<file path="src/rtl/servant_uart_rx.sv">
// servant_uart_rx: Wishbone-responder UART receiver for the servant SoC.
// Oversamples 8N1 frames on i_rx, buffers bytes in a small FIFO and raises
// o_irq while data is pending.
//
// Optional feature: define SERVANT_UART_RX_PARITY_EN to receive 8E1 frames.
// A PARITY state then sits between DATA and STOP, and a parity mismatch sets
// perr (status bit 4) and discards the byte. With the macro undefined the
// frame is 8N1 and status bit 4 always reads 0.
//
// Register map (only adr[2] decoded):
//   0x0 read : [8] not-empty, [7:0] FIFO head; pops when non-empty
//   0x4 read : [4] perr, [3] ferr, [2] ovr, [1] full, [0] not-empty
//   0x4 write: write-1-to-clear bits 4..2

`timescale 1ns/1ps

module servant_uart_rx #(
  parameter int unsigned CLKS_PER_BIT = 139,
  parameter int unsigned FIFO_DEPTH   = 4
) (
  input  logic        i_wb_clk,
  input  logic        i_wb_rst_n,
  input  logic [31:0] i_wb_adr,
  input  logic [31:0] i_wb_dat,
  input  logic        i_wb_we,
  input  logic        i_wb_cyc,
  output logic [31:0] o_wb_rdt,
  output logic        o_wb_ack,
  input  logic        i_rx,
  output logic        o_irq
);

  localparam int unsigned CNT_W = $clog2(CLKS_PER_BIT);
  localparam int unsigned AW    = $clog2(FIFO_DEPTH);
  localparam int unsigned PTR_W = AW + 1;

  localparam logic [CNT_W-1:0] CNT_HALF = CNT_W'(CLKS_PER_BIT / 2 - 1);
  localparam logic [CNT_W-1:0] CNT_FULL = CNT_W'(CLKS_PER_BIT - 1);

  typedef enum logic [2:0] {
    IDLE,
    START,
    DATA,
    PARITY,
    STOP
  } state_t;

  // Receiver state
  logic             rx_meta;
  logic             rx_s;
  state_t           state;
  state_t           state_d;
  logic [CNT_W-1:0] cnt;
  logic [CNT_W-1:0] cnt_d;
  logic [7:0]       shreg;
  logic [7:0]       shreg_d;
  logic [2:0]       bit_idx;
  logic [2:0]       bit_idx_d;
  logic             armed;
  logic             armed_d;
  logic             par_bad;
  logic             par_bad_d;

  // Frame outcome strobes from the FSM
  logic             push_c;
  logic             ferr_set_c;
  logic             perr_set_c;

  // FIFO storage and pointers
  logic [7:0]       mem [FIFO_DEPTH];
  logic [PTR_W-1:0] wptr;
  logic [PTR_W-1:0] rptr;
  logic [PTR_W-1:0] wptr_d;
  logic [PTR_W-1:0] rptr_d;
  logic             empty_c;
  logic             full_c;
  logic [7:0]       head_c;

  // Sticky status flags
  logic             ovr;
  logic             ferr;
  logic             perr;

  // Bus decode
  logic             wb_req_c;
  logic             rd_data_c;
  logic             clr_c;
  logic             pop_c;
  logic             push_ok_c;
  logic             ovr_set_c;
  logic [31:0]      rdt_c;

  // Address/data bits outside the decoded range are intentionally ignored
  logic             unused_bits;
  assign unused_bits = ^{i_wb_adr[31:3], i_wb_adr[1:0],
                         i_wb_dat[31:5], i_wb_dat[1:0]};

  // Two-flop synchronizer; idles high so reset never looks like a start bit
  always_ff @(posedge i_wb_clk) begin
    if (!i_wb_rst_n) begin
      rx_meta <= 1'b1;
      rx_s    <= 1'b1;
    end else begin
      rx_meta <= i_rx;
      rx_s    <= rx_meta;
    end
  end

  // FSM and bit-timing register
  always_ff @(posedge i_wb_clk) begin
    if (!i_wb_rst_n) begin
      state   <= IDLE;
      cnt     <= '0;
      shreg   <= '0;
      bit_idx <= '0;
      armed   <= 1'b1;
      par_bad <= 1'b0;
    end else begin
      state   <= state_d;
      cnt     <= cnt_d;
      shreg   <= shreg_d;
      bit_idx <= bit_idx_d;
      armed   <= armed_d;
      par_bad <= par_bad_d;
    end
  end

  // Next-state logic: mid-bit sampling driven by a down-counter
  always_comb begin
    state_d    = state;
    cnt_d      = cnt;
    shreg_d    = shreg;
    bit_idx_d  = bit_idx;
    armed_d    = armed;
    par_bad_d  = par_bad;
    push_c     = 1'b0;
    ferr_set_c = 1'b0;
    perr_set_c = 1'b0;

    case (state)
      IDLE: begin
        // After a framing error the line must return high before re-arming,
        // so a held break produces a single ferr rather than a frame stream.
        if (!armed) begin
          if (rx_s) begin
            armed_d = 1'b1;
          end
        end else if (!rx_s) begin
          cnt_d   = CNT_HALF;
          state_d = START;
        end
      end

      START: begin
        if (cnt != '0) begin
          cnt_d = cnt - CNT_W'(1);
        end else if (rx_s) begin
          state_d = IDLE;
        end else begin
          cnt_d     = CNT_FULL;
          bit_idx_d = '0;
          par_bad_d = 1'b0;
          state_d   = DATA;
        end
      end

      DATA: begin
        if (cnt != '0) begin
          cnt_d = cnt - CNT_W'(1);
        end else begin
          shreg_d   = {rx_s, shreg[7:1]};
          cnt_d     = CNT_FULL;
          bit_idx_d = bit_idx + 3'd1;
          if (bit_idx == 3'd7) begin
`ifdef SERVANT_UART_RX_PARITY_EN
            state_d = PARITY;
`else
            state_d = STOP;
`endif
          end
        end
      end

      PARITY: begin
`ifdef SERVANT_UART_RX_PARITY_EN
        if (cnt != '0) begin
          cnt_d = cnt - CNT_W'(1);
        end else begin
          cnt_d   = CNT_FULL;
          state_d = STOP;
          if (rx_s != ^shreg) begin
            par_bad_d  = 1'b1;
            perr_set_c = 1'b1;
          end
        end
`else
        state_d = IDLE;
`endif
      end

      STOP: begin
        if (cnt != '0) begin
          cnt_d = cnt - CNT_W'(1);
        end else begin
          // Return to IDLE at mid-stop so a back-to-back start bit is caught
          state_d = IDLE;
          if (!rx_s) begin
            ferr_set_c = 1'b1;
            armed_d    = 1'b0;
          end else if (!par_bad) begin
            push_c = 1'b1;
          end
        end
      end

      default: begin
        state_d = IDLE;
      end
    endcase
  end

  // FIFO status, bus decode and push/pop arbitration
  always_comb begin
    empty_c   = (wptr == rptr);
    full_c    = (wptr[AW-1:0] == rptr[AW-1:0]) && (wptr[AW] != rptr[AW]);
    head_c    = mem[rptr[AW-1:0]];
    wb_req_c  = i_wb_cyc && !o_wb_ack;
    rd_data_c = wb_req_c && !i_wb_we && !i_wb_adr[2];
    clr_c     = wb_req_c && i_wb_we && i_wb_adr[2];
    pop_c     = rd_data_c && !empty_c;
    // A pop in the same cycle frees the slot, so push-on-full is accepted
    push_ok_c = push_c && (!full_c || pop_c);
    ovr_set_c = push_c && full_c && !pop_c;
    wptr_d    = wptr + PTR_W'(push_ok_c);
    rptr_d    = rptr + PTR_W'(pop_c);
  end

  // Read data mux, valid in the ack cycle
  always_comb begin
    rdt_c = '0;
    if (i_wb_adr[2]) begin
      rdt_c[4:0] = {perr, ferr, ovr, full_c, !empty_c};
    end else if (!empty_c) begin
      rdt_c[8:0] = {1'b1, head_c};
    end
  end

  // FIFO storage; contents need no reset since pointers gate visibility
  always_ff @(posedge i_wb_clk) begin
    if (i_wb_rst_n && push_ok_c) begin
      mem[wptr[AW-1:0]] <= shreg;
    end
  end

  // FIFO pointers, sticky flags, interrupt and Wishbone response
  always_ff @(posedge i_wb_clk) begin
    if (!i_wb_rst_n) begin
      wptr     <= '0;
      rptr     <= '0;
      ovr      <= 1'b0;
      ferr     <= 1'b0;
      perr     <= 1'b0;
      o_irq    <= 1'b0;
      o_wb_ack <= 1'b0;
      o_wb_rdt <= '0;
    end else begin
      wptr     <= wptr_d;
      rptr     <= rptr_d;
      // A new event in the clearing cycle wins so it is never lost
      ovr      <= (ovr  && !(clr_c && i_wb_dat[2])) || ovr_set_c;
      ferr     <= (ferr && !(clr_c && i_wb_dat[3])) || ferr_set_c;
      perr     <= (perr && !(clr_c && i_wb_dat[4])) || perr_set_c;
      o_irq    <= (wptr_d != rptr_d);
      o_wb_ack <= wb_req_c;
      o_wb_rdt <= (wb_req_c && !i_wb_we) ? rdt_c : '0;
    end
  end

endmodule

</file>
<file path="config.mk">
export PLATFORM = sky130hd
export DESIGN_NAME = servant_uart_rx
export DESIGN_NICKNAME = d
export VERILOG_FILES = /design/src/rtl/servant_uart_rx.sv
export SDC_FILE = /design/constraint.sdc
export NUM_CORES = 1
export LEC_CHECK = 0
export CORE_MARGIN = 2
export CORE_UTILIZATION = 25
export CTS_CLUSTER_SIZE = 8
export DETAILED_ROUTE_END_ITERATION = 6
export GPL_TIMING_DRIVEN = 0
export PLACE_DENSITY = 0.48
export REMOVE_ABC_BUFFERS = 1
export SETUP_SLACK_MARGIN = 0.05
export SLEW_MARGIN = 10
export SYNTH_ARGS = -nofsm -noshare
export SYNTH_HDL_FRONTEND = slang
export SYNTH_SLANG_ARGS = --single-unit
</file>
<file path="constraint.sdc">
create_clock -name i_wb_clk -period 2.55 [get_ports i_wb_clk]
set_clock_uncertainty 0.1 [all_clocks]
set_input_delay 0.6375 -clock i_wb_clk [delete_from_list [all_inputs] [get_ports i_wb_clk]]
set_output_delay 0.6375 -clock i_wb_clk [all_outputs]
set_load 0.02 [all_outputs]
</file>
### Word-level counts from Yosys, hierarchy flattened

Memory sizes are Yosys's and may differ from the RTL's. A register that Yosys moved wholly into a read port is not among the register bits.
Index checks and enable logic that the tools add are counted.

| storage, ports and cells | value |
|---|---|
| register bits | 68 |
| bits in writable memories | 32 |
| input port bits | 69 |
| output and inout port bits | 34 |
| memories | 1 |

| operators by class | value |
|---|---|
| add/subtract/negate cells | 4 |
| equality and inequality tests | 18 |
| muxes and demuxes | 34 |
| bitwise logic cells | 3 |
| reductions and logical operators | 42 |

Memory list:

| memory | depth | width | rd ports | clocked after memory_dff | write ports | RTL line | text |
|---|---|---|---|---|---|---|---|
| mem | 4 | 8 | 1 | 1 | 1 | 70 | `logic [7:0] mem [FIFO_DEPTH];` |

Operator list:

| cell | number |
|---|---|
| $mux 8 | 6 |
| $pmux 8 s4 | 1 |
| $mux 3 | 9 |
| $ne 2x2->1 const B | 9 |
| $logic_and 1x1->1 | 17 |
| $pmux 3 s4 | 1 |
| $mux 1 | 11 |
| $logic_not 1->1 | 9 |
| $mux 9 | 1 |
| $reduce_bool 8->1 | 1 |
| $sub 8x1->8 const B | 1 |
| $add 3x1->3 | 2 |
| $eq 3x3->1 const B | 2 |
| $pmux 3 s2 | 1 |
| $reduce_and 6->1 | 1 |
| $mux 5 | 1 |
| $reduce_and 5->1 | 1 |
| $mux 2 | 2 |
| $reduce_and 2->1 | 2 |
| $reduce_and 4->1 | 1 |
| $reduce_bool 2->1 | 2 |
| $reduce_bool 4->1 | 1 |
| $reduce_or 4->1 | 1 |
| $add 3x1->3 const B | 1 |
| other kinds (13) | 17 |

### Depth between registers and ports, before layout

| logic depth | value |
|---|---|
| depth after elaboration | 10 |
| depth in mapped cells | 10 |
| gate-level depth less buffers | 10 |

### Worst setup path before layout

OpenSTA, ideal clock, no wires.

| timing | value |
|---|---|
| kind | input -> register |
| from | input port i_wb_adr[2] |
| to | memory mem[0][0], enable pin |
| arrival | 2.148 ns |
| data required time | 2.067 ns |
| slack | -0.081 ns |
| stages on the path | 6 |
| path buffers | 1 |
| cell sequence | clkbuf_1 -> nor4b_1 -> nor4_1 -> nor3_2 -> nand2_1 -> nor3_1 |

| between the ends | value |
|---|---|
| cells in the longest elaborated chain, start to end | 8 |

Ends and longest elaborated chain:

| item | RTL line | text |
|---|---|---|
| from (decl) | 23 | `input logic [31:0] i_wb_adr,` |
| $logic_not 1->1 | 228 | `rd_data_c = wb_req_c && !i_wb_we && !i_wb_adr[2];` |
| $logic_and 1x1->1 | 228 |  |
| $logic_and 1x1->1 | 230 | `pop_c = rd_data_c && !empty_c;` |
| $logic_or 1x1->1 | 232 | `push_ok_c = push_c && (!full_c \|\| pop_c);` |
| $logic_and 1x1->1 | 232 |  |
| $logic_and 1x1->1 | 250 | `if (i_wb_rst_n && push_ok_c) begin` |
| $mux 1 | 250 |  |
| $mux 1 (not written as such) | 251 | `mem[wptr[AW-1:0]] <= shreg;` |
| to (decl) | 70 |  |

No other way between the ends.

### Worst setup path after layout

| timing | value |
|---|---|
| from | input port i_wb_we |
| to | memory mem[1][6], enable pin |

| between the ends | value |
|---|---|
| cells in the longest elaborated chain, start to end | 9 |

Ends and longest elaborated chain:

| item | RTL line | text |
|---|---|---|
| from (decl) | 25 | `input logic i_wb_we,` |
| $logic_not 1->1 | 228 |  |
| $logic_and 1x1->1 (2 in series) | 228 |  |
| $logic_and 1x1->1 | 230 |  |
| $logic_or 1x1->1 | 232 |  |
| $logic_and 1x1->1 | 232 |  |
| $logic_and 1x1->1 | 250 |  |
| $mux 1 | 250 |  |
| $mux 1 (not written as such) | 251 |  |

No other way between the ends.

==> impl_metrics.toml <==
[drt]
firstDrtPassIters = 7
wl_per_cell_um = 13.10
drcViolationCount = 0
ant_nets = 0
drt_iter0_markers = 122
finalWirelength_mm = 6.837
routed-via-count = 2270
via_per_inst = 4.349

[timing]
final_hold_viol_count = 0
rsz0062_at_grt = "no"
post-route-min-period_ns = 2.414
relSlewSlack_pct = 57.35
min_period_over_period_pct = 94.66
drv_slew = 0
tightest_slew_ns = 0.6349
fmax_mhz = 414.3
setup_viol = 0

[synth]
synth_edf_count = 32
yosys.area.top_type = "edfxtp_1"
synth.top_cell.area_share_pct = 27.62
yosysWarningCount = 0
synth_cell_types = 52
synth_common_cells = "dfxtp_1, nand2_1, edfxtp_1, buf_4, a21oi_1"
synth_most_common_cell = "dfxtp_1"
syn_area_um2 = 3480
synth_seq_area_share_pct = 53.51
synthTopCellsByArea = "edfxtp_1, dfxtp_1, buf_4"
ys_async_sr_fraction_pct = 0
synthFlopType = "dfxtp_1"
yosys_register_bits = 77
syn_area_per_cell_um2 = 11.08
syn_inst = 314

[die]
row_count = 43
die_area_um2 = 14880
coreArea_um2 = 13720
initial_core_util_pct = 25.36
die_y_um = 122.0
die_w_um = 122.0
ioPinCount = 103

[clocking]
htree_num_levels = 3
ctsHoldBuffers = 0
root_buffer = "clkbuf_16"
cts_tree = "done"
clock_path_buffers = 2
clock_latency_ns = 0.33
cts_made_buffers = 9
cts.sinks = 77
clkTransAtPathRegs_ns = 0.05

[global_route]
grt_max_degree = 25
grt_pass1_wl_mm = 11.24
overflow = 0
grt_antenna_before_repair = 0
grt_pass1_vias = 2188
grt_usage_pct = 9.939

[placement]
dpl_cell_area_um2 = 3741
port_buffers = 19
place.gp.congestion = 0.7762
dp_hpwl_mm = 4.406

[power]
power.total_w = 0.002754
p_per_area_nw_per_um2 = 654.2
vdd_drop_max_mv = 0.2458
p_leak_nw = 1.471

[finish]
n_antenna_cell = 0
finish.instance_area_um2 = 4209
final_nets = 414
layout-drive-gt1-share_pct = 15.79
fillers = 1383
area_delta_synth_final_pct = 20.96

[setup_path]
end_kind = "register"
worst_ep_required_time_ns = 2.50
worst-setup-path-type = "in2reg"
arrival_ns = 2.36
cp-start-kind = "primary input"
critical_path.max_fanout = 8

[worst_hold_path]
min_path_type = "reg2reg"

[outcome]
status = "complete, no violations"

[job]
max-cap-violations = 0
[kinds of logic after synthesis]
family                   after synthesis  synth area share [%]
adder cells (fa/ha/maj)                9                 3.200
buffers and inverters                 43                 8.234
XOR/XNOR                               9                 2.265
AND/OR/NAND/NOR                      116                 18.05
multiplexers                           9                 5.502
other                                  1                0.1078
AO/OA/AOI/OAI                         50                 9.134
flip-flops                            77                 53.51
[path summary, 6_finish.rpt]
check | start | end | depth (start not counted) | slack, ns
worst min-delay path | rx_meta | rx_s | 1 | 0.31
worst min register to register | rx_meta | rx_s | 1 | 0.31
worst max-delay path | i_wb_we | mem[1][6] | 7 | 0.14
worst max register to register | state[2] | mem[1][6] | 6 | 0.22
[stage by stage]
step           TNS (ns)  hold WS, ns  setup WS (ns)  cells  util (%)
2_1_floorplan         0       0.2863        0.09000    301         -
3_3_place_gp     -56.75       0.3083         -1.294    500     27.12
3_5_place_dp     -45.52       0.3087        -0.9616    500     27.27
6_report              0       0.3123         0.1362    522     30.68
4_1_cts               0       0.3181        0.09740    521     30.45
5_1_grt               0       0.3587        0.05574    522     30.68
[cell usage in the layout (no fill, tap or decap), types with 3 or more instances in the layout]
cell and count:
dfxtp_1 43, nand2_1 35, edfxtp_1 32, a21oi_1 24, conb_1 23, nor2_1 18
clkdlybuf4s50_1 17, nor3_1 11, clkbuf_16 9, mux4_2 8, ha_1 8, inv_1 7
xnor2_1 7, and2_1 7, nand2b_1 6, o21ai_0 6, nor3_4 4, and3_1 4
nor3b_1 4, o21ai_1 4, buf_12 4, nand3_1 3, nor2b_1 3, a32o_1 3
[worst max-delay path, cell delays in order]
cell and delay [ns]:
clkdlybuf4s50_1 0.48, nor4b_4 0.33, nor4_2 0.10, nor3_2 0.19, nand2_2 0.19, nor3_4 0.28
buf_12 0.16
[flip-flops by register name, indices dropped and copies added (netlist names), 3 cells and up]
name	count
bit_idx	3
cnt	8
mem	32
o_wb_rdt	9
rptr	3
shreg	8
state	3
wptr	3
[cell type report]
| cell class | count | area [um2] | area share, % |
|---|---|---|---|
| inverters | 8 | 33.78 | 0.8026 |
| clock buffers | 11 | 232.7 | 5.529 |
| repair inverters | 1 | 5.005 | 0.1189 |
| flip-flops and latches | 77 | 1867 | 44.35 |
| multi-input cells | 216 | 1508 | 35.82 |
| repair buffers | 24 | 277.8 | 6.599 |
| well taps | 180 | 225.2 | 5.351 |
| clock inverters | 5 | 60.06 | 1.427 |
[routing by layer]
| metal | wire length [um] | global-route usage, % | part of all wire [%] |
|---|---|---|---|
| met3 | 183 | 1.124 | 2.7 |
| met5 | 0 | 0 | 0 |
| met4 | 169 | 5.819 | 2.5 |
| met2 | 3534 | 17.14 | 52 |
| met1 | 2950 | 11.92 | 43 |
[report_power, final]
group,switching (W),internal (W)
Sequential,0.0000173,0.00128
Clock,0.000486,0.000761
Combinational,0.000140,0.0000659
[repair_timing]
action | CTS | global route
endpoints found under the setup margin | 63 | 33
setup buffers | 4 | 1
pin swaps | 5 | 0
cloned | 1 | 0
endpoints found under the hold margin | 0 | 0
gates resized for setup | 17 | 4
No activity file was read; power rests on OpenSTA's default activity.
